[config.mk]
export PLATFORM = sky130hd
export DESIGN_NAME = hazard_scoreboard
export DESIGN_NICKNAME = d
export VERILOG_FILES = /design/src/rtl/hazard_pkg.sv /design/src/rtl/pipe_ent_reg.sv /design/src/rtl/hazard_scoreboard.sv
export SDC_FILE = /design/constraint.sdc
export NUM_CORES = 1
export LEC_CHECK = 0
export ABC_AREA = 1
export CAP_MARGIN = 20
export CORE_UTILIZATION = 30
export CTS_CLUSTER_DIAMETER = 40
export CTS_CLUSTER_SIZE = 24
export DETAILED_ROUTE_END_ITERATION = 8
export PLACE_DENSITY_LB_ADDON = 0.15
export SKIP_LAST_GASP = 1
export SYNTH_ARGS = -nofsm -noshare
export SYNTH_HDL_FRONTEND = slang
export SYNTH_SLANG_ARGS = --single-unit
[constraint.sdc]
create_clock -name clk -period 4.61 [get_ports clk]
set_clock_uncertainty 0.05 [all_clocks]
set_input_delay 0.461 -clock clk [delete_from_list [all_inputs] [get_ports clk]]
set_output_delay 0.461 -clock clk [all_outputs]
set_load 0.01 [all_outputs]
[src/rtl/hazard_pkg.sv]
// Shared types for the hazard scoreboard: forward-select codes and the
// per-stage in-flight record.
package hazard_pkg;

  // Record register-address fields are sized for the largest supported
  // register file; narrower files zero-extend into them.
  localparam int unsigned MAX_RW = 4;

  typedef enum logic [1:0] {
    FWD_RF = 2'b00,
    FWD_W  = 2'b01,
    FWD_M  = 2'b10
  } fwd_sel_t;

  typedef struct packed {
    logic              valid;
    logic              we;
    logic [MAX_RW-1:0] wa;
    logic              load;
    logic              pcw;
  } pipe_ent_t;

  localparam pipe_ent_t BUBBLE = '0;

  // True when a live record writes register r.
  function automatic logic ent_hit(pipe_ent_t e, logic [MAX_RW-1:0] r);
    return e.valid & e.we & (e.wa == r);
  endfunction

endpackage

[src/rtl/pipe_ent_reg.sv]
// One pipeline record register: async active-low reset, hold enable and a
// synchronous clear-to-bubble that takes priority over hold.
module pipe_ent_reg
  import hazard_pkg::*;
(
  input  logic      clk,
  input  logic      reset,
  input  logic      hold,
  input  logic      clr,
  input  pipe_ent_t d,
  output pipe_ent_t q
);

  // Record state: bubble on reset or clear, otherwise load unless held.
  always_ff @(posedge clk or negedge reset) begin
    if (!reset) begin
      q <= BUBBLE;
    end else if (clr) begin
      q <= BUBBLE;
    end else if (!hold) begin
      q <= d;
    end
  end

endmodule

[src/rtl/hazard_scoreboard.sv]
// Hazard and forwarding controller for the F/D/E/M/W pipeline. Tracks the
// E/M/W in-flight records, drives stall/flush/forward-select and counts
// load-use and memory-wait stall cycles.
module hazard_scoreboard
  import hazard_pkg::*;
#(
  parameter int unsigned NREGS  = 16,
  parameter int unsigned NSRC   = 2,
  parameter int unsigned PC_REG = 15,
  parameter int unsigned CNT_W  = 32,
  localparam int unsigned RW    = $clog2(NREGS)
) (
  input  logic                 clk,
  input  logic                 reset,
  input  logic                 dec_valid,
  input  logic [NSRC*RW-1:0]   dec_ra,
  input  logic [NSRC-1:0]      dec_ra_used,
  input  logic                 dec_we,
  input  logic [RW-1:0]        dec_wa,
  input  logic                 dec_load,
  input  logic                 branch_taken_e,
  input  logic                 mem_ready,
  output logic                 stall_f,
  output logic                 stall_d,
  output logic                 stall_e,
  output logic                 stall_m,
  output logic                 flush_d,
  output logic                 flush_e,
  output logic [NSRC*2-1:0]    fwd_sel,
  output logic [CNT_W-1:0]     ldstall_cnt,
  output logic [CNT_W-1:0]     memwait_cnt
);

  localparam logic [MAX_RW-1:0] PC_IDX = MAX_RW'(PC_REG);

  pipe_ent_t dec_ent;
  pipe_ent_t ent_e, ent_m, ent_w;

  logic [NSRC*RW-1:0] ra_e_q;
  logic [NSRC-1:0]    used_e_q;

  logic     ld_src_hit;
  logic     ldstall;
  logic     pcw_pend;
  logic     pcw_w;
  logic     mem_wait;
  fwd_sel_t fwd_arr [NSRC];

  logic [CNT_W-1:0] ldstall_cnt_q, ldstall_cnt_d;
  logic [CNT_W-1:0] memwait_cnt_q, memwait_cnt_d;

  assign mem_wait = ~mem_ready;

  // Record describing the instruction currently in D.
  always_comb begin
    dec_ent       = BUBBLE;
    dec_ent.valid = dec_valid;
    dec_ent.we    = dec_we;
    dec_ent.wa    = MAX_RW'(dec_wa);
    dec_ent.load  = dec_load;
    dec_ent.pcw   = dec_we & (MAX_RW'(dec_wa) == PC_IDX);
  end

  // Load-use hazard: a load in E feeds a source that D actually reads.
  always_comb begin
    ld_src_hit = 1'b0;
    for (int unsigned i = 0; i < NSRC; i++) begin
      if (dec_valid && dec_ra_used[i] && (MAX_RW'(dec_ra[i*RW +: RW]) == ent_e.wa)) begin
        ld_src_hit = 1'b1;
      end
    end
    ldstall = ent_e.valid & ent_e.load & ent_e.we & ld_src_hit;
  end

  // PC writes still ahead of W block fetch; the one in W only squashes D.
  always_comb begin
    pcw_pend = (dec_valid & dec_we & (MAX_RW'(dec_wa) == PC_IDX))
             | (ent_e.valid & ent_e.pcw)
             | (ent_m.valid & ent_m.pcw);
    pcw_w    = ent_w.valid & ent_w.pcw;
  end

  // Stall/flush outputs; a memory wait freezes everything and suppresses flushes.
  always_comb begin
    stall_f = ldstall | pcw_pend;
    stall_d = ldstall;
    stall_e = 1'b0;
    stall_m = 1'b0;
    flush_d = pcw_pend | pcw_w | branch_taken_e;
    flush_e = ldstall | branch_taken_e;
    if (mem_wait) begin
      stall_f = 1'b1;
      stall_d = 1'b1;
      stall_e = 1'b1;
      stall_m = 1'b1;
      flush_d = 1'b0;
      flush_e = 1'b0;
    end
  end

  pipe_ent_reg u_ent_e (
    .clk   (clk),
    .reset (reset),
    .hold  (mem_wait),
    .clr   (flush_e),
    .d     (dec_ent),
    .q     (ent_e)
  );

  pipe_ent_reg u_ent_m (
    .clk   (clk),
    .reset (reset),
    .hold  (mem_wait),
    .clr   (1'b0),
    .d     (ent_e),
    .q     (ent_m)
  );

  // W keeps draining during a wait, so it fills with bubbles.
  pipe_ent_reg u_ent_w (
    .clk   (clk),
    .reset (reset),
    .hold  (1'b0),
    .clr   (mem_wait),
    .d     (ent_m),
    .q     (ent_w)
  );

  // E-stage source addresses; a bubble drops its operand-used flags.
  always_ff @(posedge clk or negedge reset) begin
    if (!reset) begin
      ra_e_q   <= '0;
      used_e_q <= '0;
    end else if (mem_ready) begin
      ra_e_q   <= dec_ra;
      used_e_q <= flush_e ? '0 : dec_ra_used;
    end
  end

  // Per-operand forward select; the younger producer in M beats W.
  always_comb begin
    fwd_sel = '0;
    for (int unsigned i = 0; i < NSRC; i++) begin
      fwd_arr[i] = FWD_RF;
      if (used_e_q[i] && (MAX_RW'(ra_e_q[i*RW +: RW]) != PC_IDX)) begin
        if (ent_hit(ent_m, MAX_RW'(ra_e_q[i*RW +: RW]))) begin
          fwd_arr[i] = FWD_M;
        end else if (ent_hit(ent_w, MAX_RW'(ra_e_q[i*RW +: RW]))) begin
          fwd_arr[i] = FWD_W;
        end
      end
      fwd_sel[i*2 +: 2] = fwd_arr[i];
    end
  end

  // Saturating performance counter next-state.
  always_comb begin
    ldstall_cnt_d = ldstall_cnt_q;
    memwait_cnt_d = memwait_cnt_q;
    if (mem_ready && ldstall && (ldstall_cnt_q != '1)) begin
      ldstall_cnt_d = ldstall_cnt_q + CNT_W'(1);
    end
    if (mem_wait && (memwait_cnt_q != '1)) begin
      memwait_cnt_d = memwait_cnt_q + CNT_W'(1);
    end
  end

  // Performance counter state.
  always_ff @(posedge clk or negedge reset) begin
    if (!reset) begin
      ldstall_cnt_q <= '0;
      memwait_cnt_q <= '0;
    end else begin
      ldstall_cnt_q <= ldstall_cnt_d;
      memwait_cnt_q <= memwait_cnt_d;
    end
  end

  assign ldstall_cnt = ldstall_cnt_q;
  assign memwait_cnt = memwait_cnt_q;

endmodule

---- Word level (Yosys, flattened, before mapping) ----
Index checks and enable logic that the tools add are counted.
operators by class
  $add $sub $neg .......................... 2
  multiply operators ...................... 0
  div/mod/pow operators ................... 0
  $lt $le $gt $ge ......................... 0
  eq/ne operators ......................... 11
  shift operators ......................... 0
  multiplexer cells ....................... 17
  bitwise operators ....................... 22
  reduce and logical (&&, ||, !) cells .... 10
operators by type and width
  cell                     count
  $add A32 B1 Y32 const B  2
  $ne A32 B32 Y1 const B   2
  $eq A4 B4 Y1             6
  $mux W8                  3
  $and A1 B1 Y1            15
  $mux W2                  5
  $logic_and A1 B1 Y1      9
  $mux W1                  9
  $ne A4 B4 Y1 const B     2
  $or A1 B1 Y1             6
  $eq A4 B4 Y1 const B     1
  $reduce_bool A2 Y1       1
  $not A1 Y1               1
storage, ports and cells
  register bits ........................... 97
  latch bits .............................. 0
  bits in writable memories ............... 0
  bits in read-only memories .............. 0
  input bits .............................. 21
  memories kept ........................... 0

---- Depth between registers and ports, before layout ----
  depth in word-level cells ............... 8
  gate-level depth with buffers ........... 12
  mapped depth without buffers ............ 11

---- Modules after synthesis ----
A second synthesis with hierarchy kept.
unflattened totals
  cells, all modules ...................... 887
  area total of the unflattened synthesis .. 6104.6 µm²
by module, submodules not included
  module             instances  cells an instance  area each (µm²)  seq. area each (µm²)
  hazard_scoreboard  1          782                5109.9           1851.8
  pipe_ent_reg       3          35                 331.6            200.2

---- Worst setup path after synthesis ----
No wires, ideal clock.
  path kind ............................... input-to-output
  start ................................... in dec_ra[0]
  end ..................................... out stall_f
  arrival time ............................ 1.375 ns
  data required time ...................... 4.099 ns
  slack ................................... 2.724 ns
  stages .................................. 9
  buffers on the path ..................... 0
  cell sequence ........................... inv_1 > nand2_1 > nand2_1 > nor2_1 > nand3_1 > nand2_2 > nand2_1 > nand2_1 > or2_2
between the ends
  cells in the longest elaborated chain, start to end .. 7
RTL lines
  what                  RTL line                 source
  from (decl)           hazard_scoreboard.sv:16  input logic [NSRC*RW-1:0] dec_ra,
  $eq A4 B4 Y1          hazard_scoreboard.sv:68  if (dec_valid && dec_ra_used[i] && (MAX_RW'(dec_ra[i*RW +: RW]) == ent_e.wa)) begin
  $logic_and A1 B1 Y1   hazard_scoreboard.sv:68
  $mux W1 (2 in a row)  hazard_scoreboard.sv:68
  $and A1 B1 Y1         hazard_scoreboard.sv:72  ldstall = ent_e.valid & ent_e.load & ent_e.we & ld_src_hit;
  $or A1 B1 Y1          hazard_scoreboard.sv:85  stall_f = ldstall | pcw_pend;
  $mux W1               hazard_scoreboard.sv:91  if (mem_wait) begin
  to (decl)             hazard_scoreboard.sv:23  output logic stall_f,
Every way passes these cells.

---- Worst setup path after layout ----
  start ................................... in dec_ra[1]
  end ..................................... out flush_e
between the ends
  cells in the longest elaborated chain, start to end .. 7
RTL lines
  what                  RTL line                 source
  $eq A4 B4 Y1          hazard_scoreboard.sv:68
  $logic_and A1 B1 Y1   hazard_scoreboard.sv:68
  $mux W1 (2 in a row)  hazard_scoreboard.sv:68
  $and A1 B1 Y1         hazard_scoreboard.sv:72
  $or A1 B1 Y1          hazard_scoreboard.sv:90  flush_e = ldstall | branch_taken_e;
  $mux W1               hazard_scoreboard.sv:91
  to (decl)             hazard_scoreboard.sv:28  output logic flush_e,
Every way passes these cells.

==> key figures <==
Job
  – Max Cap Viol: 0

Synth
  – Synth area leader: dfrtp_1
  – EDFF count, synth: 0
  – Ranking of synthesized cells by area: dfrtp_1, nand2_1, nor2_1
  – Synth warnings: 0
  – Ys flop type: dfrtp_1
  – Synth Cell Area: 5890 um^2
  – Distinct cells, synth: 39
  – Net Count, Synth: 863
  – Syn avg cell area: ~7 um^2
  – Synthesis-stage register bit count: 96
  – Synth top area share: 0.408
  – Syn Inst Count: 840
  – Asr flop ratio synth: 1.00
  – Register area share after synthesis: 0.408

Setup path
  – Crit Path Class: input port to primary output
  – Critical Path Start Type: input port
  – Worst-path fanout max: 7
  – Setup slack, reg-to-reg: ~2400 ps
  – CP top delay family: buffers and inverters
  – R2R depth: 11
  – Critical Path AT: approximately 2500 ps
  – CP cell instances: clkdlybuf4s50_1, inv_1, nand2_1, nand2_1, nor2_1, nand3_1, nand2_2, nand2_1, a21oi_2, clkdlybuf4s50_1
  – CP bufs+invs: 3
  – CP most frequent cell: nand2_1
  – Critical-path top delay cell: clkdlybuf4s50_1
  – Endpoint type of the worst setup path: primary output
  – R2R Path End: memwait_cnt[10]
  – CP max stage delay: ~600 ps
  – CP required: just over 4000 ps
  – R2r startpoint: memwait_cnt[0]

Clock tree
  – Clock slew at reported path FFs: roughly 70 ps
  – Clk buf depth: 2
  – Postcts setup bufs: 0
  – H-tree depth: 3
  – Clock buffer count from CTS: 9
  – Worst-Skew Late Latency: 350 ps
  – CTS root buf: clkbuf_16
  – PostCTS Resize Cnt: 0
  – TritonCTS clock tree: done
  – CTS sink count: 96
  – CTS Hold Bufs: 0

Power and ir drop
  – Pwr Density: a little under 300 nW/um^2
  – Lkg Pwr: 3.48 nW
  – Worst VDD drop: around 0.16 mV

Layout
  – Finished Layout Cells: 1195
  – # fillers: between 2000 and 2500
  – Number of nets in the layout: about 950
  – Share of layout cells above drive strength 1: 0.0610
  – Ant. Diodes: 0
  – Synth-to-Final Area Change: 25.0%
  – Register Area: roughly 2400 um^2
  – Area occupied by multi-input gates: approximately 3000 um^2

Hold path
  – HP Class: input port to asynchronous set/reset pin

Die
  – Num ports: between 90 and 100
  – Die Area: a little over 20000 um^2
  – CORE AREA: roughly 19000 um^2
  – Die W: around 140 um
  – # rows: 50
  – Initial Utilization: 0.311
  – Die Ht: ~140 um

Timing
  – Final min period: approximately 3000 ps
  – Unrepaired setup endpoints after global routing: false
  – Fmax: about 330 MHz
  – Least-Margin Pin Slew: approximately 700 ps
  – Slew Limit Headroom: 0.532
  – Final setup vio count: 0
  – Max Slew Vio Count: 0
  – Period utilization: 0.651
  – Setup TNS: 0 ps
  – WHS: approximately 99 ps
  – Final Hold Fails: 0

Placed design
  – Hpwl dp: 12400 um
  – Placed cells: ~1200
  – Port Buf Inserts: 94
  – Routability cong.: 0.879

Routing
  – Via count: 5492
  – Routed WL: about 17000 um
  – Final ANT Viol Nets: 0
  – Vias/cell: around 4.6
  – TritonRoute pass-1 iters: 5
  – Drt wl/cell: between 10 and 15 um
  – DR iter-0 viols: approximately 370
  – Remaining routing DRC violations: 0

Global routing
  – Overall Global Routing Usage: 0.173
  – First-pass GRT wire length: 27200 um
  – Largest net degree at the start of global routing: 54
  – Initial antenna violation count: 0
  – Vias in the first global route: about 5300
  – Grt total ovfl: 0

Status
  – Status: finished, final reports clean
[layout make-up]
class                           instances  share of cell area
Clock buffer                           10              0.0324
Multi-Input combinational cell        644               0.412
Clock inverter                          6              0.0124
Tap cell                              260              0.0441
Sequential cell                        96               0.326
Timing Repair Buffer                   98               0.131
Inverter                               81              0.0416
[registers in the layout (all words and copies together), names as in the netlist]
name / flops
ldstall_cnt: 32
u_ent_e.q: 8
u_ent_m.q: 7
ra_e_q: 8
u_ent_w.q: 7
used_e_q: 2
memwait_cnt: 32
[routing by layer]
| metal | share of wire | vias to the layer above | global-route usage |
|---|---|---|---|
| li1 | - | 2807 | - |
| met1 | 0.48 | 2568 | 0.233 |
| met2 | 0.47 | 100 | 0.283 |
| met3 | 0.030 | 17 | 0.0246 |
| met4 | 0.014 | 0 | 0.0560 |
| met5 | 0 | - | 0 |
[cell families (layout without fill, tap and decap cells)]
family / Yosys count / count (layout) / synth area share
AO/OA/AOI/OAI: 61 / 61 / 0.0622
buffers and inverters: 100 / 195 / 0.0777
XOR/XNOR: 40 / 40 / 0.0594
AND/OR/NAND/NOR: 541 / 541 / 0.389
adder cells (fa/ha/maj): 2 / 2 / 0.00424
flip-flops: 96 / 96 / 0.408
[power breakdown]
part / switching [mW] / internal, mW
Combinational: 0.178 / 0.152
Clock: 0.359 / 0.494
Sequential: 0.0720 / 0.901
Total: 0.609 / 1.55
[cells in the final DEF (no fill, tap or decap), types with 8 or more instances in the layout]
cell type / Yosys / routed
nand3b_1: 19 / 19
nor2_1: 97 / 96
dfrtp_1: 96 / 96
a21oi_1: 10 / 10
nand3_1: 23 / 23
clkbuf_16: 0 / 9
o21ai_2: 8 / 8
nand4_1: 9 / 9
xor2_1: 29 / 29
clkdlybuf4s50_1: 0 / 93
inv_1: 72 / 72
o21ai_0: 25 / 25
nand2_1: 354 / 354
nor3_1: 20 / 20
xnor2_1: 11 / 11
[worst reg2reg max path: cells and delay by family, from the launching register on]
kind | cells | cell delay, ps
adder cells (fa/ha/maj) | 1 | 260
AND/OR/NAND/NOR | 8 | 900
buffers and inverters | 2 | 490
flip-flops | 1 | 420
[synth_stat cells (4+ instances only)]
cell,instances
a21oi_1,10
buf_2,4
buf_6,4
dfrtp_1,96
inv_1,72
inv_2,7
nand2_1,354
nand3_1,23
nand3b_1,19
nand4_1,9
nor2_1,97
nor2_2,5
nor3_1,20
o21ai_0,25
o21ai_1,5
o21ai_2,8
o22ai_1,7
xnor2_1,11
xor2_1,29
[how the worst max path moves through the flow]
stage / from / to / slack, ps / depth (start not counted)
floorplan: dec_ra[0] / stall_f / 2720 / 9
global placement: dec_ra[1] / flush_e / 1640 / 10
detailed placement: dec_ra[1] / flush_e / 1580 / 10
CTS: dec_ra[1] / flush_e / 1580 / 10
global route: dec_ra[1] / flush_e / 1400 / 10
finish: dec_ra[1] / flush_e / 1610 / 10
[metrics by stage]
step	setup slack [ps]	total power [mW]	utilization	instance area, um^2
after floorplan	2720	1.16	-	5890
after global placement	1640	1.33	0.371	7040
after detailed placement	1580	1.33	0.371	7040
after CTS	1580	2.18	0.389	7370
after global routing	1400	2.26	0.389	7370
final	1610	2.16	0.389	7370
No activity file was read; power rests on OpenSTA's default activity.
